### config.mk
export PLATFORM = sky130hd
export DESIGN_NAME = ex_flag_stage
export DESIGN_NICKNAME = d
export VERILOG_FILES = /design/src/rtl/ex_flag_stage.sv
export SDC_FILE = /design/constraint.sdc
export NUM_CORES = 1
export LEC_CHECK = 0
export ABC_AREA = 0
export CORE_MARGIN = 3
export CORE_UTILIZATION = 35
export CTS_BUF_LIST = sky130_fd_sc_hd__clkbuf_4 sky130_fd_sc_hd__clkbuf_8
export DETAILED_ROUTE_END_ITERATION = 12
export GPL_TIMING_DRIVEN = 0
export HOLD_SLACK_MARGIN = 0.05
export PLACE_DENSITY = 0.79
export SLEW_MARGIN = 25
export SYNTH_ARGS = -nofsm -noshare
export SYNTH_HDL_FRONTEND = slang
export SYNTH_SLANG_ARGS = --single-unit
### constraint.sdc
create_clock -name clk -period 2.6 [get_ports clk]
set_input_delay 0.52 -clock clk [delete_from_list [all_inputs] [get_ports clk]]
set_output_delay 0.52 -clock clk [all_outputs]
set_load 0.02 [all_outputs]
### src/rtl/ex_flag_stage.sv
// ex_flag_stage: single-entry register stage between ALU and writeback that
// resolves conditional execution against committed carry/zero flags, updates
// those flags, and counts beats squashed by their condition.
//
// Ports
//   clk, rst            clock, synchronous active-high reset
//   in_valid/in_ready   ALU-side handshake (in_ready is combinational)
//   op, cond            operation class and execute condition of the beat
//   alu_result/carry/zero, rd   ALU beat payload
//   flush               discard the held beat, accept nothing this cycle
//   out_valid/out_ready writeback-side handshake
//   out_result, out_rd, out_wr_en   held beat
//   c_flag, z_flag      committed flags
//   skip_cnt            saturating count of condition-squashed beats
module ex_flag_stage #(
   parameter int DW = 16,
   parameter int RW = 3
) (
   input  logic          clk,
   input  logic          rst,
   input  logic          in_valid,
   output logic          in_ready,
   input  logic [1:0]    op,
   input  logic [1:0]    cond,
   input  logic [DW-1:0] alu_result,
   input  logic          alu_carry,
   input  logic          alu_zero,
   input  logic [RW-1:0] rd,
   input  logic          flush,
   output logic          out_valid,
   input  logic          out_ready,
   output logic [DW-1:0] out_result,
   output logic [RW-1:0] out_rd,
   output logic          out_wr_en,
   output logic          c_flag,
   output logic          z_flag,
   output logic [7:0]    skip_cnt
);

   logic          out_valid_q, out_valid_d;
   logic [DW-1:0] out_result_q, out_result_d;
   logic [RW-1:0] out_rd_q, out_rd_d;
   logic          out_wr_en_q, out_wr_en_d;
   logic          c_flag_q, c_flag_d;
   logic          z_flag_q, z_flag_d;
   logic [7:0]    skip_cnt_q, skip_cnt_d;

   logic accept;
   logic exec;

   // Reset also blocks acceptance so nothing is taken in the reset cycle.
   assign in_ready = (!out_valid_q || out_ready) && !flush && !rst;
   assign accept   = in_valid && in_ready;

   // Condition is judged on the flags as committed right now; a beat accepted
   // on the previous edge has already written them, so there is no bubble.
   always_comb begin
      exec = 1'b1;
      case (cond)
         2'b10:   exec = c_flag_q;
         2'b01:   exec = z_flag_q;
         default: exec = 1'b1;
      endcase
   end

   always_comb begin
      out_valid_d  = out_valid_q;
      out_result_d = out_result_q;
      out_rd_d     = out_rd_q;
      out_wr_en_d  = out_wr_en_q;
      c_flag_d     = c_flag_q;
      z_flag_d     = z_flag_q;
      skip_cnt_d   = skip_cnt_q;

      if (flush) begin
         out_valid_d = 1'b0;
         out_wr_en_d = 1'b0;
      end else if (accept) begin
         out_valid_d  = 1'b1;
         out_result_d = alu_result;
         out_rd_d     = rd;
         out_wr_en_d  = exec;
         if (exec) begin
            case (op)
               2'b00: begin
                  c_flag_d = alu_carry;
                  z_flag_d = alu_zero;
               end
               2'b01:   z_flag_d = alu_zero;
               default: ;
            endcase
         end else if (skip_cnt_q != 8'hFF) begin
            skip_cnt_d = skip_cnt_q + 8'd1;
         end
      end else if (out_valid_q && out_ready) begin
         out_valid_d = 1'b0;
         out_wr_en_d = 1'b0;
      end
   end

   always_ff @(posedge clk) begin
      if (rst) begin
         out_valid_q  <= 1'b0;
         out_result_q <= '0;
         out_rd_q     <= '0;
         out_wr_en_q  <= 1'b0;
         c_flag_q     <= 1'b0;
         z_flag_q     <= 1'b0;
         skip_cnt_q   <= 8'd0;
      end else begin
         out_valid_q  <= out_valid_d;
         out_result_q <= out_result_d;
         out_rd_q     <= out_rd_d;
         out_wr_en_q  <= out_wr_en_d;
         c_flag_q     <= c_flag_d;
         z_flag_q     <= z_flag_d;
         skip_cnt_q   <= skip_cnt_d;
      end
   end

   assign out_valid  = out_valid_q;
   assign out_result = out_result_q;
   assign out_rd     = out_rd_q;
   assign out_wr_en  = out_wr_en_q;
   assign c_flag     = c_flag_q;
   assign z_flag     = z_flag_q;
   assign skip_cnt   = skip_cnt_q;

endmodule

* Word level (Yosys, flattened, before mapping)
Cells that the tools add are included.
** Word-level totals
- Bits in latches :: 0
- Input port bits :: 30
- Register bits :: 31
- Memory bits (writable) :: 0
- Memories kept :: 0
- Memory bits (read-only) :: 0
- Output and inout port bits :: 32
- Logic and storage cells :: 34
** Cells by class
- Multiply operators :: 0
- Divide/modulo/power cells :: 0
- Reductions and logical operators :: 16
- Mux-type cells :: 4
- Bitwise gates (word level) :: 2
- Equality and inequality tests :: 4
- $lt $le $gt $ge :: 0
- Shift operators :: 0
- $add $sub $neg :: 1
** Operator list (count)
- $reduce_and A4 Y1 :: 3
- $add A8 B1 Y8 const B :: 1
- $ne A8 B8 Y1 const B :: 1
- $eq A2 B1 Y1 const B :: 2
- $logic_and A1 B1 Y1 :: 4
- $reduce_or A2 Y1 :: 2
- $logic_not A1 Y1 :: 3
- $mux W1 :: 3
- $eq A2 B2 Y1 const B :: 1
- $logic_not A2 Y1 :: 1
- $not A1 Y1 :: 2
- $pmux W1 S2 :: 1
- $reduce_and A2 Y1 :: 1
- $reduce_bool A2 Y1 :: 1
- $logic_or A1 B1 Y1 :: 1

* Logic depth before layout (Yosys ltp)
Gate-level depths: netlist of run 1.
- Word-level depth :: 6
- Gate-level depth with buffers :: 7
- Gate-level depth less buffers :: 6

* Worst setup path after synthesis of run 1
OpenSTA, ideal clock, no wires.
- Path type :: input to register
- Start :: input port cond[0]
- End :: register skip_cnt_q[5], in the netlist skip_cnt[5]
- Path buffers :: 1
- Data required time :: 2479 ps
- Arrival time :: 1961 ps
- Setup time :: 121 ps
- Stages :: 7
- Slack :: 518 ps
- Path through :: inv_1 ha_1 a221oi_2 nand4_1 buf_4 nor4_4 mux2_2
** Between the ends
- Word-level cells in the longest chain between the ends :: 4
- Elaborated cells between the ends (all ways) :: 5
- Classes of those cells :: eq/ne (2); mux (1); bitwise (1); reduce/logical (1)
** RTL lines
- start, declared :: RTL line 24 : input logic [1:0] cond,
- $eq A2 B1 Y1 or $eq A2 B2 Y1 (tied branches) :: RTL line 59 : case (cond)
- $pmux W1 S2 * :: RTL line 59
- $not A1 Y1 (no source line) *
- $reduce_and A4 Y1 (no source line) *
- end signal, assigned :: RTL line 117 : skip_cnt_q <= skip_cnt_d;
- end, declared :: RTL line 46 : logic [7:0] skip_cnt_q, skip_cnt_d;
Every way passes the cells marked *; elsewhere a longest branch is shown, timed or not.
A chain may end at the register's enable or synchronous reset.

* Final worst setup path of run 1
- Start :: input port cond[0]
- End :: register skip_cnt_q[4], in the netlist skip_cnt[4]
Same word-level chain as after synthesis.

==> results of run 1 <==
[layout by cell type (no fill, tap or decap), types with 3 or more instances in the layout]
cell type and instances:
a21oi_1 24, nor2b_1 3, o31ai_1 3, ha_1 3
clkbuf_1 6, nand4_1 3, nor2_1 6, dfxtp_1 31
clkbuf_8 6, nand2_1 41, or4_1 4, inv_1 4
nand3_1 6, clkdlybuf4s50_1 60
[synth_stat cells, types with 3 or more instances]
master,instances
ha_1,3
nand3_1,6
or4_1,4
nor2_1,6
o31ai_1,3
clkbuf_1,7
nand4_1,3
a21oi_1,24
nand2_1,41
nor2b_1,3
inv_1,4
dfxtp_1,31
[repair_timing]
item                                   in CTS  in global routing
setup buffers                               0                  1
pin swaps                                   0                  1
gates resized for setup                     1                  1
hold buffers                                0                  0
endpoints found under the hold margin       0                  0
setup endpoints to repair                   1                  2
[power by group through the flow]
stage	Combinational, mW	Clock, mW	Sequential, mW
2_1_floorplan	0.0426	0	0.519
3_3_place_gp	0.140	0	0.504
3_5_place_dp	0.141	0	0.505
4_1_cts	0.141	0.495	0.494
5_1_grt	0.155	0.513	0.495
6_report	0.141	0.488	0.494
[worst paths after layout]
| check | endpoint | depth (start not counted) | from | slack, ns |
|---|---|---|---|---|
| worst min register to register | out_result[11]$_SDFFE_PP0P_ | 2 | out_result[11]$_SDFFE_PP0P_ | 0.45 |
| worst max-delay path | skip_cnt[4]$_SDFFE_PP0P_ | 8 | cond[0] | 0.19 |
| worst min-delay path | out_result[11]$_SDFFE_PP0P_ | 2 | out_result[11]$_SDFFE_PP0P_ | 0.45 |
| worst max register to register | skip_cnt[4]$_SDFFE_PP0P_ | 5 | z_flag$_SDFFE_PP0P_ | 0.85 |
[state kept, by name, indices dropped and copies added, names as in the netlist]
name and cells:
c_flag 1, out_rd 3, out_result 16, out_valid 1
out_wr_en 1, skip_cnt 8, z_flag 1
[metal layers]
layer / track usage [%] / vias up
met2: 24.13 / 42
met3: 6.071 / 5
met5: 0 / -
li1: - / 686
met4: 5.316 / 0
met1: 16.82 / 579
[worst min-delay path, delay by kind of cell, from the launching register on]
family / cells / cell delay [ns]
compound gates: 1 / 0.05
flops: 1 / 0.31
simple gates: 1 / 0.05
[kinds of logic after synthesis]
family / synth area share [%]
simple gates: 25.51
compound gates: 17.61
flops: 47.74
buf+inv: 3.754
mux: 2.502
fa+ha+maj: 2.888
[final cells by class]
type | count | area [µm²] | share of cell area (%)
inverters | 4 | 15.01 | 0.7160
multi-input cells | 113 | 630.6 | 30.07
clock buffers | 6 | 82.58 | 3.938
well taps | 46 | 57.56 | 2.745
clock inverters | 2 | 35.03 | 1.671
plain buffers | 8 | 35.03 | 1.671
flip-flops and latches | 31 | 620.6 | 29.59
repair buffers | 62 | 620.6 | 29.59
==> metrics, run 1 <==
status=complete, no violations; syn nets=189; Worst-path clk slew=0.06 ns; pre-CTS setup slack=-0.1687 ns; switching share of power=22.02%; Final Max Tran Viols=0; Met3 Routed Length=274 µm; fill count=319; share of cells above drive strength 1=6.637%; initial antenna violation count=0; Hold WS=0.4517 ns; antenna-violating nets left=0; initial drt markers=77; H-tree depth=2; ANT cells=0; die span in x=66.95 µm; Ports=62; TritonCTS Sinks=31; PnR worst setup slack=0.1926 ns; CP max stage delay=0.50 ns; total CTS buffers=5; met2 WL post-DR=1420 µm; ys flop type=dfxtp_1; final hold viol count=0; WL per Instance=11.65 µm; Ys Warns=0; clock buffer depth=2; Tmin final=2.407 ns; post-synth top area share=47.74%; CTS tree=done; CP Class=input pin to register; vias in the first global route=1159; WL met1=1442 µm; worst path cell trace=clkdlybuf4s50_1, inv_1, ha_1, a221oi_2, nand4_1, buf_4, or4_1, a21oi_1; drt drc=0; unrepaired setup endpoints after global routing=false; CP delay by family, top=buffers and inverters; async set-or-reset flop fraction in the synthesized netlist=0%; Yosys reg bits=31; clock latency at the later pin of the worst-skew pair=0.28 ns; Crit path required time=2.81 ns; CTS Root Cell=clkbuf_8; placed wire-length estimate=2362 µm; synth top area cells=dfxtp_1, nand2_1, a21oi_1; grt ovf=0; Crit path buffers/inverters=3; Worst EP arrival=2.61 ns; count of final setup violators=0; Gate Count Post-Synth=156; Mapped Area=1300 µm²; Core ar.=3468 µm²; Reg power frac=44.0%; Slew @ Worst Pin=0.6414 ns; gr usage total=14.63%; first-pass GRT wire length=5023 µm; count of input and output buffers=61; Rel. slew slack=57.08%; leak pwr=0.7512 nW; Yosys top cell by area=dfxtp_1; max-cap viol count=0; placed cell count=263; Max Fclk=0.4154 GHz; Sw Pwr=0.2470 mW; startpoint types=input pin; Post-Route WL=3170 µm; period utilization=92.59%; final instance area=2097 µm²; HP Class=register to register; Final Skew=0.007939 ns; layout net count=258; VDD IR-drop max=360.1 µV; PwrDens=535.1 nW/µm²; Clock power frac=43.5%; EDFF count, synth=0; Gate power share=12.5%; routability cong.=0.7980; Cell variety after synth=28; FP Rows=21; CP endpoint kind=register; sequential area share after synthesis=47.74%; chip height=66.95 µm; Non-Filler Instances=272; total iterations of the first detailed-routing run=4; Critical-path top delay cell=or4_1; Power Internal=0.8750 mW; total chip power=1.122 mW; placed inst area=1968 µm²; total number of vias=1312; largest net degree at the start of global routing=11; CP max FO=4; syn_area_per_cell=8.333 µm²; DR vias/cell=4.824; die area=4482 µm²; setup TNS=0 ns; final core utilization=60.46%; initial core utilization=37.48%; area grow syn2layout=61.31%; top sig layer=met4
Power figures use the tool's default switching activity.
==> run 2, diff against run 1 <==
Settings changed: CTS_CLUSTER_SIZE from default to 25, SLEW_MARGIN 25 to default.
==> results of run 2 <==
No change in the layout: final DEF, timing and power equal those of run 1.
==> run 3, diff against run 2 <==
Settings changed: DONT_BUFFER_PORTS from default to 1, PLACE_DENSITY 0.79 to 0.58.
==> run 3 against run 2 <==
  * Maximum frequency is 21% higher
  * Clock power shrank 16%
  * Routed wire length decreased by 4.8%
  * Critical path depth decreased by 1
  * Via count is 14% lower
  * Utilization decreased by 18 points
  * Power fell by 13%
  * Setup slack better by 0.42 ns
  * Critical path type unchanged
  * Critical endpoint is now skip_cnt[5]$_SDFFE_PP0P_
  * Largest cell class is now multi-input gates
  * Highest routed layer unchanged
==> metrics, run 3 (synthesis gave the netlist of run 1 again) <==
worst path cell trace=inv_1, ha_1, a221oi_2, nand4_1, buf_4, nor4_4, mux2_2; max-cap viol count=0 (unchanged); total CTS buffers=5 (unchanged); count of input and output buffers=0 (-100%); PwrDens=667.9 nW/µm² (+25%); DR vias/cell=5.348 (+11%); Slew @ Worst Pin=0.6788 ns (+0.03743 ns); CP Class=input pin to register; Crit path buffers/inverters=2 (-1); CTS tree=done; CP max stage delay=0.35 ns (-0.15 ns); count of final setup violators=0 (unchanged); Final Max Tran Viols=0 (unchanged); largest net degree at the start of global routing=11 (unchanged); fill count=369 (+16%); final core utilization=42.14% (-18 points); Setup Buffers After CTS=0 (unchanged); antenna-violating nets left=0 (unchanged); die area=4482 µm² (unchanged); CP endpoint kind=register; HP Class=input pin to register; total iterations of the first detailed-routing run=4 (unchanged); CP delay by family, top=simple AND/OR/NAND/NOR gates; share of cells above drive strength 1=7.927% (+1.3 points); total number of vias=1123 (-14%); VDD IR-drop max=250.7 µV (-30%); initial drt markers=38 (-51%); WL per Instance=14.37 µm (+23%); Rel. slew slack=54.58% (-2.5 points); chip height=66.95 µm (unchanged); initial antenna violation count=0 (unchanged); area grow syn2layout=12.42%; Worst EP arrival=2.15 ns (-0.46 ns); setup TNS=0 ns (unchanged); Hold-fix buffers, CTS=0 (unchanged); r2r setup slk=0.68 ns (-0.17 ns); TritonCTS Sinks=31 (unchanged); most common cell after layout, fill and taps aside=nand2_1; CP max FO=10 (+6); die span in x=66.95 µm (unchanged); first-pass GRT wire length=4857 µm (-3.3%); clock buffer depth=2 (unchanged); register area=620.6 µm² (unchanged); Worst-path clk slew=0.06 ns (about the same); ANT cells=0 (unchanged); period utilization=76.25% (-16 points); Post-Route WL=3017 µm (-4.8%); final hold viol count=0 (unchanged); drt drc=0 (unchanged); Critical-path top delay cell=mux2_2; Crit path required time=2.76 ns (-0.05 ns); max reg flops=16 (unchanged); Final Skew=0.003243 ns (-0.004696 ns); clock latency at the later pin of the worst-skew pair=0.27 ns (about the same); Max Fclk=0.5044 GHz (+21%); startpoint types=input pin; Tmin final=1.983 ns (-0.4248 ns); FP Rows=21 (unchanged); H-tree depth=2 (unchanged); grt ovf=0 (unchanged); footprint of the multi-input gates=630.6 µm² (unchanged); Ports=62 (unchanged); unrepaired setup endpoints after global routing=false; most frequent cells in the layout=nand2_1, dfxtp_1, a21oi_1, clkbuf_1, clkbuf_8; status=complete, no violations; leak pwr=0.4999 nW (-33%); placed wire-length estimate=2396 µm (+1.4%); routability cong.=0.7758 (-2.8%); gr usage total=14.31% (-0.33 points); vias in the first global route=1142 (-1.5%); initial core utilization=37.48% (unchanged); cts repair resizes=0 (-1); Core ar.=3468 µm² (unchanged); total chip power=0.9761 mW (-13%); layout net count=196 (-24%); CTS Root Cell=clkbuf_8
==> run 3: metrics by stage <==
step | setup WS, ns | instance area (µm²) | instances | hold WS, ns
after CTS | 0.6122 | 1461 | 210 | 0.3056
final | 0.6174 | 1461 | 210 | 0.3165
after detailed placement | 0.3246 | 1358 | 202 | 0.5527
after global placement | 0.3453 | 1358 | 202 | 0.5474
after floorplan | 0.5182 | 1300 | 156 | 0.5345
after global routing | 0.4905 | 1461 | 210 | 0.3056
==> run 3: where the power goes <==
group / leakage (nW) / switching [mW] / internal [mW]
registers: 0.251 / 0.0240 / 0.488
logic: 0.194 / 0.0333 / 0.0191
clock network: 0.0549 / 0.161 / 0.252
==> run 3: final cells by class <==
class,instances,share of cell area [%]
multi-input combinational,113,43.15
sequential,31,42.47
buffer,8,2.312
clock buffer,8,7.106
inverter,4,1.027
tap,46,3.938
==> run 3: final timing paths <==
kind,startpoint,end,cells past startpoint
setup reg to reg,z_flag$_SDFFE_PP0P_,skip_cnt[5]$_SDFFE_PP0P_,5
setup / recovery,cond[0],skip_cnt[5]$_SDFFE_PP0P_,7
hold reg to reg,out_result[0]$_SDFFE_PP0P_,out_result[0]$_SDFFE_PP0P_,2
hold / removal,flush,out_wr_en$_SDFFE_PP0P_,1
==> run 3: worst register-to-register path: stages (launching register included) <==
cell	delay [ns]
dfxtp_1	0.41
a221oi_2	0.37
nand4_1	0.24
buf_4	0.25
nor4_4	0.21
mux2_2	0.35
==> run 3: routing by layer <==
metal / global-route usage (%) / share of wire, % / vias up
met5: 0 / 0 / -
met4: 7.595 / 0.86 / 0
met3: 5.059 / 9.8 / 4
met2: 24.01 / 48 / 43
met1: 15.66 / 41 / 518
li1: - / - / 558
